File: config.mk
export PLATFORM = sky130hd
export DESIGN_NAME = led_chain_shifter
export DESIGN_NICKNAME = d
export VERILOG_FILES = /design/src/rtl/led_chain_shifter.sv
export SDC_FILE = /design/constraint.sdc
export NUM_CORES = 1
export LEC_CHECK = 0
export CAP_MARGIN = 0
export CORE_ASPECT_RATIO = 1.1
export CORE_UTILIZATION = 47
export CTS_BUF_LIST = sky130_fd_sc_hd__clkbuf_4 sky130_fd_sc_hd__clkbuf_8 sky130_fd_sc_hd__clkbuf_16
export DETAILED_ROUTE_END_ITERATION = 16
export GPL_TIMING_DRIVEN = 0
export PLACE_DENSITY = 0.78
export RECOVER_POWER = 100
export SKIP_CTS_REPAIR_TIMING = 1
export SYNTH_ARGS = -nofsm -noshare
export SYNTH_HDL_FRONTEND = slang
export SYNTH_SLANG_ARGS = --single-unit
File: constraint.sdc
create_clock -name CLK -period 13.5 [get_ports CLK]
set_input_delay 2.7 -clock CLK [delete_from_list [all_inputs] [get_ports CLK]]
set_output_delay 2.7 -clock CLK [all_outputs]
set_load 0.05 [all_outputs]
File: src/rtl/led_chain_shifter.sv
// led_chain_shifter: serialises 769-bit latch frames (select + 768 data) onto NUM_LANES SDO lanes.
// Latency: one bit per 2*SCLK_HALF CLK cycles; a rd_data word is shown on SDO in the cycle it is valid.
// No backpressure on the frame store; frame_go gates only the grayscale LAT. Macro LANE_MASK_EN adds lane_mask.
module led_chain_shifter #(
  parameter int NUM_LANES   = 48,
  parameter int NUM_CHAINED = 2,
  parameter int SCLK_HALF   = 2,
  parameter int CHIP_W      = 1
) (
  input  logic                 CLK,
  input  logic                 Reset,
  input  logic [20:0]          cfg_dc,
  input  logic [8:0]           cfg_mc,
  input  logic [20:0]          cfg_bc,
  input  logic [4:0]           cfg_fc,
  input  logic                 cfg_reload,
`ifdef LANE_MASK_EN
  input  logic [NUM_LANES-1:0] lane_mask,
`endif
  input  logic                 frame_go,
  output logic                 rd_req,
  output logic [CHIP_W-1:0]    rd_chip,
  output logic [9:0]           rd_bit,
  input  logic [NUM_LANES-1:0] rd_data,
  output logic [NUM_LANES-1:0] SDO,
  output logic                 SCLK,
  output logic                 LAT,
  output logic                 busy,
  output logic                 wait_go,
  output logic                 frame_done
);

  typedef enum logic [2:0] {
    S_IDLE     = 3'd0,
    S_LOAD     = 3'd1,
    S_SHIFT_LO = 3'd2,
    S_SHIFT_HI = 3'd3,
    S_END_CHIP = 3'd4,
    S_WAIT_GO  = 3'd5,
    S_LATCH    = 3'd6,
    S_GAP      = 3'd7
  } state_t;

  // LOAD is the first low cycle, SHIFT_LO covers the remaining SCLK_HALF-1 low cycles.
  localparam int                PH_W       = $clog2(SCLK_HALF);
  localparam logic [PH_W-1:0]   PH_LO_END  = PH_W'(SCLK_HALF - 2);
  localparam logic [PH_W-1:0]   PH_HI_END  = PH_W'(SCLK_HALF - 1);
  localparam logic [9:0]        SEL_BIT    = 10'd768;
  localparam logic [CHIP_W-1:0] CHIP_FIRST = CHIP_W'(NUM_CHAINED - 1);

  state_t                r_state;
  state_t                w_state_nxt;
  logic [PH_W-1:0]       r_ph;
  logic [CHIP_W-1:0]     r_chip;
  logic [9:0]            r_bit;
  logic                  r_ctrl;
  logic                  r_init;
  logic                  r_go_pend;
  logic                  r_reload_pend;
  logic [20:0]           r_dc;
  logic [8:0]            r_mc;
  logic [20:0]           r_bc;
  logic [4:0]            r_fc;
  logic [NUM_LANES-1:0]  r_sdo;
  logic                  r_rd_vld;
  logic                  r_sclk;
  logic                  r_lat;
  logic                  r_busy;
  logic                  r_wait_go;
  logic                  r_frame_done;

  logic                  w_start_ctrl;
  logic                  w_bit_end;
  logic                  w_last_bit;
  logic                  w_gray_shift;
  logic                  w_rd_req;
  logic                  w_bit_val;
  logic [767:0]          w_ctrl_data;
  logic [NUM_LANES-1:0]  w_lanes_on;

`ifdef LANE_MASK_EN
  logic [NUM_LANES-1:0]  r_mask;

  // Lane enable mask is frozen for the whole frame.
  always_ff @(posedge CLK or posedge Reset) begin
    if (Reset) begin
      r_mask <= '0;
    end else if (r_state == S_IDLE) begin
      r_mask <= lane_mask;
    end
  end

  assign w_lanes_on = r_mask;
`else
  assign w_lanes_on = {NUM_LANES{1'b1}};
`endif

  assign w_start_ctrl = r_init | r_reload_pend;
  assign w_bit_end    = (r_state == S_SHIFT_HI) && (r_ph == PH_HI_END);
  assign w_last_bit   = (r_bit == 10'd0) && (r_chip == '0);
  assign w_gray_shift = !r_ctrl && ((r_state == S_LOAD) || (r_state == S_SHIFT_LO) ||
                                    (r_state == S_SHIFT_HI) || (r_state == S_END_CHIP));

  // Frame-store reads only for grayscale data bits, in the first low cycle of the bit.
  assign w_rd_req = (r_state == S_LOAD) && !r_ctrl && (r_bit != SEL_BIT);
  assign rd_req   = w_rd_req;
  assign rd_chip  = w_rd_req ? r_chip : '0;
  assign rd_bit   = w_rd_req ? r_bit : 10'd0;

  // Control latch image assembled from the configuration sampled at frame start.
  always_comb begin
    w_ctrl_data = '0;
    for (int k = 0; k < 16; k++) begin
      w_ctrl_data[21*k +: 21] = r_dc;
    end
    w_ctrl_data[344:336] = r_mc;
    w_ctrl_data[365:345] = r_bc;
    w_ctrl_data[370:366] = r_fc;
    w_ctrl_data[767:760] = 8'h96;
  end

  // Value of the current bit when it does not come from the frame store.
  always_comb begin
    w_bit_val = 1'b0;
    if (r_bit == SEL_BIT) begin
      w_bit_val = r_ctrl;
    end else if (r_ctrl) begin
      w_bit_val = w_ctrl_data[r_bit];
    end
  end

  // Next-state sequencing of the frame.
  always_comb begin
    w_state_nxt = r_state;
    case (r_state)
      S_IDLE:     w_state_nxt = S_LOAD;
      S_LOAD:     w_state_nxt = S_SHIFT_LO;
      S_SHIFT_LO: if (r_ph == PH_LO_END) w_state_nxt = S_SHIFT_HI;
      S_SHIFT_HI: if (r_ph == PH_HI_END) w_state_nxt = w_last_bit ? S_END_CHIP : S_LOAD;
      S_END_CHIP: w_state_nxt = r_ctrl ? S_LATCH : S_WAIT_GO;
      S_WAIT_GO:  if (r_go_pend || frame_go) w_state_nxt = S_LATCH;
      S_LATCH:    w_state_nxt = S_GAP;
      S_GAP:      w_state_nxt = S_IDLE;
      default:    w_state_nxt = S_IDLE;
    endcase
  end

  // State register.
  always_ff @(posedge CLK or posedge Reset) begin
    if (Reset) begin
      r_state <= S_IDLE;
    end else begin
      r_state <= w_state_nxt;
    end
  end

  // SCLK phase counter inside the low and high halves of a bit.
  always_ff @(posedge CLK or posedge Reset) begin
    if (Reset) begin
      r_ph <= '0;
    end else begin
      case (r_state)
        S_SHIFT_LO: r_ph <= (r_ph == PH_LO_END) ? '0 : r_ph + 1'b1;
        S_SHIFT_HI: r_ph <= (r_ph == PH_HI_END) ? '0 : r_ph + 1'b1;
        default:    r_ph <= '0;
      endcase
    end
  end

  // Chip / bit position: MSB first, highest chip first, select bit leads every chip.
  always_ff @(posedge CLK or posedge Reset) begin
    if (Reset) begin
      r_chip <= '0;
      r_bit  <= 10'd0;
    end else if (r_state == S_IDLE) begin
      r_chip <= CHIP_FIRST;
      r_bit  <= SEL_BIT;
    end else if (w_bit_end) begin
      if (r_bit != 10'd0) begin
        r_bit <= r_bit - 10'd1;
      end else if (r_chip != '0) begin
        r_chip <= r_chip - CHIP_W'(1);
        r_bit  <= SEL_BIT;
      end
    end
  end

  // Frame type selection and configuration snapshot at frame start.
  always_ff @(posedge CLK or posedge Reset) begin
    if (Reset) begin
      r_ctrl <= 1'b0;
      r_init <= 1'b1;
      r_dc   <= '0;
      r_mc   <= '0;
      r_bc   <= '0;
      r_fc   <= '0;
    end else if (r_state == S_IDLE) begin
      r_ctrl <= w_start_ctrl;
      r_init <= 1'b0;
      r_dc   <= cfg_dc;
      r_mc   <= cfg_mc;
      r_bc   <= cfg_bc;
      r_fc   <= cfg_fc;
    end
  end

  // Sticky reload request; one arriving while a control frame starts is served by that frame.
  always_ff @(posedge CLK or posedge Reset) begin
    if (Reset) begin
      r_reload_pend <= 1'b0;
    end else if ((r_state == S_IDLE) && w_start_ctrl) begin
      r_reload_pend <= 1'b0;
    end else if (cfg_reload) begin
      r_reload_pend <= 1'b1;
    end
  end

  // Early go from the encoder, remembered only while a grayscale frame is shifting.
  always_ff @(posedge CLK or posedge Reset) begin
    if (Reset) begin
      r_go_pend <= 1'b0;
    end else if (r_state == S_IDLE) begin
      r_go_pend <= 1'b0;
    end else if ((r_state == S_WAIT_GO) && (w_state_nxt == S_LATCH)) begin
      r_go_pend <= 1'b0;
    end else if (w_gray_shift && frame_go) begin
      r_go_pend <= 1'b1;
    end
  end

  // SDO holding register: internal bits load at the end of LOAD, read data when it arrives.
  always_ff @(posedge CLK or posedge Reset) begin
    if (Reset) begin
      r_sdo    <= '0;
      r_rd_vld <= 1'b0;
    end else begin
      r_rd_vld <= w_rd_req;
      if ((r_state == S_LOAD) && !w_rd_req) begin
        r_sdo <= w_lanes_on & {NUM_LANES{w_bit_val}};
      end else if (r_rd_vld) begin
        r_sdo <= w_lanes_on & rd_data;
      end
    end
  end

  // Read data is passed straight through in its valid cycle so SDO settles in the 2nd low
  // cycle even when SCLK_HALF is 2; the register holds it through the high phase.
  assign SDO = r_rd_vld ? (w_lanes_on & rd_data) : r_sdo;

  // Glitch-free registered strobes decoded from the next state.
  always_ff @(posedge CLK or posedge Reset) begin
    if (Reset) begin
      r_sclk       <= 1'b0;
      r_lat        <= 1'b0;
      r_busy       <= 1'b0;
      r_wait_go    <= 1'b0;
      r_frame_done <= 1'b0;
    end else begin
      r_sclk       <= (w_state_nxt == S_SHIFT_HI);
      r_lat        <= (w_state_nxt == S_LATCH);
      r_busy       <= (w_state_nxt != S_IDLE) && (w_state_nxt != S_WAIT_GO);
      r_wait_go    <= (w_state_nxt == S_WAIT_GO);
      r_frame_done <= (w_state_nxt == S_LATCH) && !r_ctrl;
    end
  end

  assign SCLK       = r_sclk;
  assign LAT        = r_lat;
  assign busy       = r_busy;
  assign wait_go    = r_wait_go;
  assign frame_done = r_frame_done;

endmodule

=== After elaboration in Yosys (flattened, before gate mapping) ===
Index checks and enable logic that the tools add are counted.

* Shift-type cells: 0
* Equality and inequality tests: 14
* $lt $le $gt $ge: 1
* Div/mod/pow operators: 0
* Reduce and logical (&&, ||, !) cells: 27
* Mux-type cells: 30
* Bitwise logic cells: 2
* Add/sub/neg operators: 3
* Multiply operators: 0

{| class="wikitable"
|+ Operators with widths
! kind !! count
|-
| two-way mux 48 bit || 2
|-
| two-way mux 10 bit || 5
|-
| case mux 3 bit (8 select lines) || 1
|-
| equality test 3 bit (second input constant) || 6
|-
| two-way mux 1 bit || 15
|-
| two-way mux 3 bit || 4
|-
| logical AND 1 bit || 11
|-
| less-than comparator 10 x 11 -> 1 bit (second input constant) || 1
|-
| binary-select mux 1 bit (select 10 bit) || 1
|-
| equality test 10 bit (second input constant) || 1
|-
| logical NOT 10 bit || 1
|-
| inequality test 10 bit (second input constant) || 1
|-
| nonzero test 10 bit || 1
|-
| subtractor 10 x 1 -> 10 bit (second input constant) || 1
|-
| equality test 3 x 2 -> 1 bit (second input constant) || 3
|-
| nonzero test 3 bit || 3
|-
| logical OR 1 bit || 4
|-
| AND reduction 2 bit || 2
|-
| nonzero test 2 bit || 2
|-
| equality test 3 x 1 -> 1 bit (second input constant) || 1
|-
| logical NOT 3 bit || 1
|-
| inequality test 3 bit (second input constant) || 1
|-
| logical NOT 1 bit || 2
|-
| two-way mux 2 bit || 1
|-
| 6 further kinds || 6
|}

* Register bits: 129
* Bits in latches: 0
* Memory bits (writable): 0
* Output and inout bits: 65
* Memories: 0
* Memory bits (read-only): 0
* Word-level logic and storage cells: 96
* Bits of input ports: 108

=== Longest topological paths before layout ===
Gate-level depths: netlist (run 1).

* Depth in word-level cells: 9
* Depth in mapped cells: 15
* Mapped depth without buffers: 9

=== Least setup slack after synthesis (run 1) ===
Ideal clock, no wire load.

* Path kind: flip-flop to output port
* Start point: register r_bit[1]
* End point: output port rd_bit[0]
* Stages on the path, launching flop included: 13
* Setup slack: 7465 ps
* Data arrival time: 3335 ps
* Path buffers: 5
* Required time: 10800 ps
* Cells stage by stage: dfrtp_1 buf_4 buf_4 buf_4 buf_2 inv_1 ha_1 nor3b_1 and3_1 and3_1 nor4_1 clkbuf_1 and2_1

* Cells in the longest elaborated chain, start to end: 3

{| class="wikitable"
|+ Ends and longest elaborated chain
! element !! RTL line !! source
|-
| from (decl) || 55 || <nowiki>logic [9:0] r_bit;</nowiki>
|-
| from (signal assigned) || 180 || <nowiki>r_bit <= r_bit - 10'd1;</nowiki>
|-
| inequality test 10 bit || 105 || <nowiki>assign w_rd_req = (r_state == S_LOAD) && !r_ctrl && (r_bit != SEL_BIT);</nowiki>
|-
| logical AND 1 bit || 105 ||
|-
| named net rd_req || 21 || <nowiki>output logic rd_req,</nowiki>
|-
| two-way mux 10 bit || 108 || <nowiki>assign rd_bit = w_rd_req ? r_bit : 10'd0;</nowiki>
|-
| to (decl) || 23 || <nowiki>output logic [9:0] rd_bit,</nowiki>
|}

The timed path passes the listed nets, and every way through them passes these cells.

=== Worst setup path in the final report (run 1) ===
* Start point: register r_bit[1]
* End point: output port rd_bit[2]

* Cells in the longest elaborated chain, start to end: 3

{| class="wikitable"
|+ Ends and longest elaborated chain
! element !! RTL line
|-
| inequality test 10 bit || 105
|-
| logical AND 1 bit || 105
|-
| two-way mux 10 bit || 108
|}

Every way passes these cells.

==> results.cfg, run 1 <==
[floorplanning]
dieArea_mm2 = 0.0164
io_pins = 173
row_count = 47
start_util = 0.488
dieHeight_um = 134
die_w_um = 122
coreArea_mm2 = 0.0153

[timing]
fin_skew_ns = 0.00899
rsz0062_at_grt = no
worstMarginPinSlew_ns = 3.48
setup_tns_ns = 0
final-hold-violation-count = 0
finalMaxSlewViolations = 143
period_needed_ns = 8.55
setup_viol = 0
finalWorstSetupSlack_ns = 4.95
period_share = 0.634
relSlewSlack = -1.32
fmax_mhz = 117

[cts]
cts_buffer_depth = 2
clock_latency_ns = 0.43
cts_root_buffer = clkbuf_16
numCtsBuffers = 17
clk_pin_slew_worst_paths_ns = 0.06
cts.sinks = 129
htreeDepth = 4
cts_tree = yes

[final_layout]
layout_commonest_cell = nand2_1
antenna_cells = 0
final_cell_mix = nand2_1 (227), dfrtp_1 (128), dlygate4sd3_1 (124)
layout-drive-gt1-share = 0.161
nets = 1083
final_cells = 1183
area_delta_synth_final_pct = 34.1
nFillCells = 1248

[worst_setup_path]
crit_arrival_ns = 5.85
path_class = reg2out
r2r-start = r_bit[1]$_DFFE_PP0P_
worstSetupStartpointType = flop
setup.worst_path.start = r_bit[1]$_DFFE_PP0P_
end_kind = output port
cp_max_fo = 11
required_ns = 10.80

[pwr]
seqPwrFrac = 0.255
vdd_drop_max_mv = 0.122
pwr-share-clk = 0.184
pwr-share-comb = 0.561
swShare = 0.444
p_switching_w = 0.00110
internal-power_w = 0.00137
power.density_mw_per_mm2 = 247
leakage_nw = 4.66

[grt]
grtUsageTotal = 0.266
use_met3 = 0.0595
gr-total-overflow = 0
grt_pass1_wl_um = 33400
grt_use_met1 = 0.316
use_met2 = 0.459
grt.busiest_layer = met2
grt_max_degree = 68
antenna_found_initial = 0
first_global_vias = 6537

[logic_synthesis]
netlist_area_mm2 = 0.00747
async_flop_share = 1.00
synthFlopType = dfrtp_1
synthCells = 782
synthesis.nets = 891
synth_edf_count = 0
ys_seq_elements = 129
yosys.cell_types.count = 62
yosys_warnings = 0
avgSynthCellArea_um2 = 9.55
yosysSeqAreaShare = 0.432

[placed_design]
numPlacedInstances = 1151
routabilityCongestion = 0.947
port_buffers = 172
dpl_worst_slack_ns = 6.60
dp_hpwl_um = 15400

[min_path]
hp-class = reg2reg
hold_start = r_bc[11]$_DFFE_PP0P_

[run_status]
failed_checks = capacitance limit, slew limit
status = complete, but fails checks

[detailed_routing]
totalWireLength_um = 20600
viasPerCell = 5.58
ant_nets = 0
drt_iter0_markers = 471
num_vias = 6606
drc = 0
wl_per_cell_um = 17.4
drt-pass1-iter-count = 5

[job]
drv_cap = 3
==> metrics by stage <==
stage / total power (W) / utilization / cell area [um^2] / hold slack [ns]
global route: 0.00262 / 0.655 / 10000 / 0.495
detailed placement: 0.00204 / 0.619 / 9470 / 0.461
floorplan: 0.00164 / - / 7470 / 0.440
CTS: 0.00250 / 0.658 / 10100 / 0.475
finish: 0.00247 / 0.655 / 10000 / 0.471
global placement: 0.00201 / 0.617 / 9440 / 0.455
==> area by class of cell <==
cell class	count	area, um^2	share of cell area
Buffer	64	307	0.0306
Timing Repair Buffer	173	1730	0.172
Inverter	9	35.0	0.00350
Sequential cell	129	3230	0.322
Tap cell	196	245	0.0245
Clock inverter	13	135	0.0135
Clock buffer	19	453	0.0452
Multi-Input combinational cell	580	3890	0.388
==> cell usage after synthesis (all sizes together), types with 2 or more instances <==
cell    count  share of area
a21o        3         0.0030
a21oi      56          0.038
a22o        2         0.0023
a22oi       3         0.0030
a311oi      3         0.0035
a31oi       6         0.0050
and2       15          0.013
and3        2         0.0017
buf        18          0.020
clkbuf     46          0.023
clkinv      2         0.0010
dfrtp     128           0.43
inv         7         0.0035
mux2       52          0.078
mux2i      23          0.031
mux4       35           0.11
nand2     247           0.13
nand2b      6         0.0050
nand3      12         0.0080
nor2       33          0.017
nor2b       7         0.0059
nor3       10         0.0067
nor3b       2         0.0020
nor4        6         0.0059
o211ai      5         0.0057
o21ai      19          0.013
o22ai       2         0.0017
o31ai       5         0.0050
o41ai       2         0.0023
or2         2         0.0017
==> sequential cells by signal (all words and copies together) (netlist names), 3 cells and up <==
| signal | flops |
|---|---|
| r_dc | 21 |
| r_sdo | 48 |
| r_state | 3 |
| r_fc | 5 |
| r_bc | 21 |
| r_mc | 9 |
| r_bit | 10 |
==> cell families after synthesis <==
kind of cell / count (synthesis) / synth area share
xor+xnor: 1 / 0.00117
fa+ha+maj: 1 / 0.00168
mux: 110 / 0.215
simple gates: 349 / 0.204
flops: 129 / 0.432
buf+inv: 73 / 0.0472
compound gates: 119 / 0.0983
==> worst paths after layout <==
kind | slack (ns) | depth (start not counted) | end
max | 4.95 | 13 | rd_bit[2]
min | 0.47 | 2 | r_bc[11]$_DFFE_PP0P_
max reg2reg | 8.25 | 15 | r_sdo[24]$_DFF_PP0_
min reg2reg | 0.47 | 2 | r_bc[11]$_DFFE_PP0P_
max in group asynchronous | 5.87 | 3 | r_go_pend$_DFFE_PP0P_
min in group asynchronous | 3.48 | 2 | r_bc[20]$_DFFE_PP0P_
==> power groups by stage <==
stage	combinational (W)	sequential, W	clock [W]
6_report	0.00139	0.000631	0.000454
3_5_place_dp	0.00141	0.000633	0
5_1_grt	0.00149	0.000648	0.000480
3_3_place_gp	0.00139	0.000625	0
4_1_cts	0.00141	0.000628	0.000461
2_1_floorplan	0.00103	0.000605	0
==> critical path, cell delays in order (launching register included) <==
cell,delay (ns)
dfrtp_1,0.37
clkbuf_1,0.51
clkbuf_1,0.63
clkbuf_1,0.63
clkbuf_1,0.49
inv_1,0.09
ha_1,0.23
nor3b_1,0.20
and3_1,0.20
and3_1,0.18
nor4_1,0.37
clkbuf_1,0.42
and2_1,0.22
dlygate4sd3_1,0.88
==> routing by layer <==
| metal | up-vias | routed length [um] |
|---|---|---|
| met5 | - | 0 |
| met4 | 0 | 586 |
| met3 | 50 | 1600 |
| met2 | 320 | 10300 |
| met1 | 3130 | 8130 |
| li1 | 3106 | - |
Power figures use the tool's default switching activity.
==> inputs of run 2 (changes only) <==
--- a/config.mk
+++ b/config.mk
@@ -7,11 +7,11 @@
 export LEC_CHECK = 0
 export CAP_MARGIN = 0
 export CORE_ASPECT_RATIO = 1.1
-export CORE_UTILIZATION = 47
+export CORE_UTILIZATION = 46
 export CTS_BUF_LIST = sky130_fd_sc_hd__clkbuf_4 sky130_fd_sc_hd__clkbuf_8 sky130_fd_sc_hd__clkbuf_16
 export DETAILED_ROUTE_END_ITERATION = 16
 export GPL_TIMING_DRIVEN = 0
-export PLACE_DENSITY = 0.78
+export PLACE_DENSITY = 0.79
 export RECOVER_POWER = 100
 export SKIP_CTS_REPAIR_TIMING = 1
 export SYNTH_ARGS = -nofsm -noshare
==> constraint.sdc (replaced) <==
create_clock -name CLK -period 7.5 [get_ports CLK]
set_input_delay 1.5 -clock CLK [delete_from_list [all_inputs] [get_ports CLK]]
set_output_delay 1.5 -clock CLK [all_outputs]
set_load 0.05 [all_outputs]
==> results.cfg, run 2 (same netlist as run 1, synthesis figures left out) <==
[run_status]
status = complete, but fails checks
failed_checks = capacitance limit, slew limit

[cts]
clk_pin_slew_worst_paths_ns = 0.06
cts_tree = yes
cts_root_buffer = clkbuf_16
numCtsBuffers = 17
cts.sinks = 129
htreeDepth = 4
clock_latency_ns = 0.42
cts_buffer_depth = 2

[final_layout]
final_cell_mix = nand2_1 (227), dfrtp_1 (128), clkdlybuf4s50_1 (104)
top_regs = r_sdo: 48 flops, r_bc: 21 flops, r_dc: 21 flops
nFillCells = 1304
stdcell_area_mm2 = 0.0101
layout-drive-gt1-share = 0.166
nets = 1084
top_register = r_sdo
area_delta_synth_final_pct = 35.5
largest_register_ffs = 48
layout_commonest_cell = nand2_1
antenna_cells = 0
final_core_util = 0.640

[timing]
rsz0062_at_grt = no
worstMarginPinSlew_ns = 2.39
fin_skew_ns = 0.00713
setup_tns_ns = 0
setup_viol = 0
relSlewSlack = -0.601
final-hold-violation-count = 0
period_share = 0.853
finalWorstSetupSlack_ns = 1.10
fmax_mhz = 156
period_needed_ns = 6.40
finalMaxSlewViolations = 54

[detailed_routing]
wl_met2_um = 10500
ant_nets = 0
wl_met3_um = 1820
drt-pass1-iter-count = 5
num_vias = 6635
totalWireLength_um = 21200
wl_per_cell_um = 17.8
drt_iter0_markers = 433
drc = 0
viasPerCell = 5.59
wl_met1_um = 8130
dr.max_layer_used = met4

[worst_setup_path]
crit_arrival_ns = 4.90
end_kind = output port
worstSetupStartpointType = flop
crit_family = buffers and inverters
r2r_setup_slack_ns = 3.25
path_class = reg2out
cp_max_fo = 11
r2r-start = r_bit[1]$_DFFE_PP0P_
required_ns = 6.00
max_stage_delay_ns = 0.89
critPathSlowestCell = dlygate4sd3_1
cp_num_buf_inv = 7
path_common_cell = buf_4
ff2ff_path_depth = 15
timing.rr.end = r_sdo[43]$_DFF_PP0_
path_cells = buf_4, buf_4, buf_4, clkbuf_1, inv_1, ha_1, nor3b_1, and3_1, and3_1, nor4_1, clkbuf_1, and2_1, dlygate4sd3_1

[pwr]
seqPwrFrac = 0.249
power.density_mw_per_mm2 = 451
internal-power_w = 0.00256
swShare = 0.440
p_switching_w = 0.00201
pwr-share-clk = 0.194
pwr-share-comb = 0.557
leakage_nw = 4.69
vdd_drop_max_mv = 0.206
totalPowerFinal_w = 0.00456

[grt]
grtUsageTotal = 0.263
grt_pass1_wl_um = 33400
antenna_found_initial = 0
gr-total-overflow = 0
grt_max_degree = 77
first_global_vias = 6643

[job]
drv_cap = 1

[min_path]
min_delay_path_depth = 2
min_to = r_mc[7]$_DFFE_PP0P_
hold_start = r_mc[7]$_DFFE_PP0P_
hp-class = reg2reg

[placed_design]
routabilityCongestion = 0.982
dpl_cell_area_mm2 = 0.00949
port_buffers = 172
dpl_worst_slack_ns = 1.81
dp_hpwl_um = 15800

[floorplanning]
start_util = 0.473
dieArea_mm2 = 0.0168
row_count = 48
dieHeight_um = 136
io_pins = 173
coreArea_mm2 = 0.0158
die_w_um = 123
[run 2: cell count changes in the layout (fill, tap and decap cells not counted), moves of 2 or more]
cell,before,now
clkbuf_4,0,2
clkbuf_1,51,47
bufinv_16,2,4
clkinv_2,5,1
dlygate4sd3_1,124,68
buf_4,1,4
clkdlybuf4s50_1,48,104
[run 2: stage by stage]
step,hold slack (ns),cells
3_3_place_gp,0.453,1154
3_5_place_dp,0.463,1156
2_1_floorplan,0.440,782
4_1_cts,0.476,1188
6_report,0.472,1188
5_1_grt,0.496,1188
[run 2: how the worst max path moves through the flow]
| stage | startpoint | end | slack, ns | cells past startpoint |
|---|---|---|---|---|
| 5_1_grt | r_bit[1]$_DFFE_PP0P_ | rd_bit[8] | 0.79 | 13 |
| 2_1_floorplan | Reset | LAT$_DFF_PP0_ | 2.56 | 1 |
| 4_1_cts | r_bit[1]$_DFFE_PP0P_ | rd_bit[1] | 1.36 | 13 |
| 3_5_place_dp | r_bit[1]$_DFFE_PP0P_ | rd_bit[1] | 1.81 | 13 |
| 6_report | r_bit[1]$_DFFE_PP0P_ | rd_bit[6] | 1.10 | 13 |
| 3_3_place_gp | Reset | r_bit[3]$_DFFE_PP0P_ | 0.83 | 2 |
[run 2: power groups by stage]
| stage | clock (W) | sequential [W] | combinational (W) |
|---|---|---|---|
| floorplan | 0 | 0.00109 | 0.00186 |
| global placement | 0 | 0.00112 | 0.00252 |
| detailed placement | 0 | 0.00114 | 0.00256 |
| CTS | 0.000894 | 0.00113 | 0.00257 |
| global route | 0.000925 | 0.00117 | 0.00271 |
| finish | 0.000885 | 0.00114 | 0.00254 |
[run 2: routing by layer]
layer / vias up / global-route usage
li1: 3094 / -
met2: 309 / 0.444
met1: 3183 / 0.306
met4: 0 / 0.129
met3: 49 / 0.0694
met5: - / 0
[run 2: tightest hold or removal path, delay by kind of cell (launching register included)]
family | cells | cell delay (ns)
flip-flops | 1 | 0.34
AND/OR/NAND/NOR | 2 | 0.10
[run 2: area by class of cell]
class | instances | area, um^2 | share of cell area
well taps | 200 | 250 | 0.0247
multi-input cells | 580 | 3890 | 0.384
clock buffers | 20 | 454 | 0.0449
clock inverters | 12 | 183 | 0.0181
flip-flops and latches | 129 | 3230 | 0.319
repair buffers | 174 | 1760 | 0.174
plain buffers | 64 | 318 | 0.0314
inverters | 9 | 35.0 | 0.00346
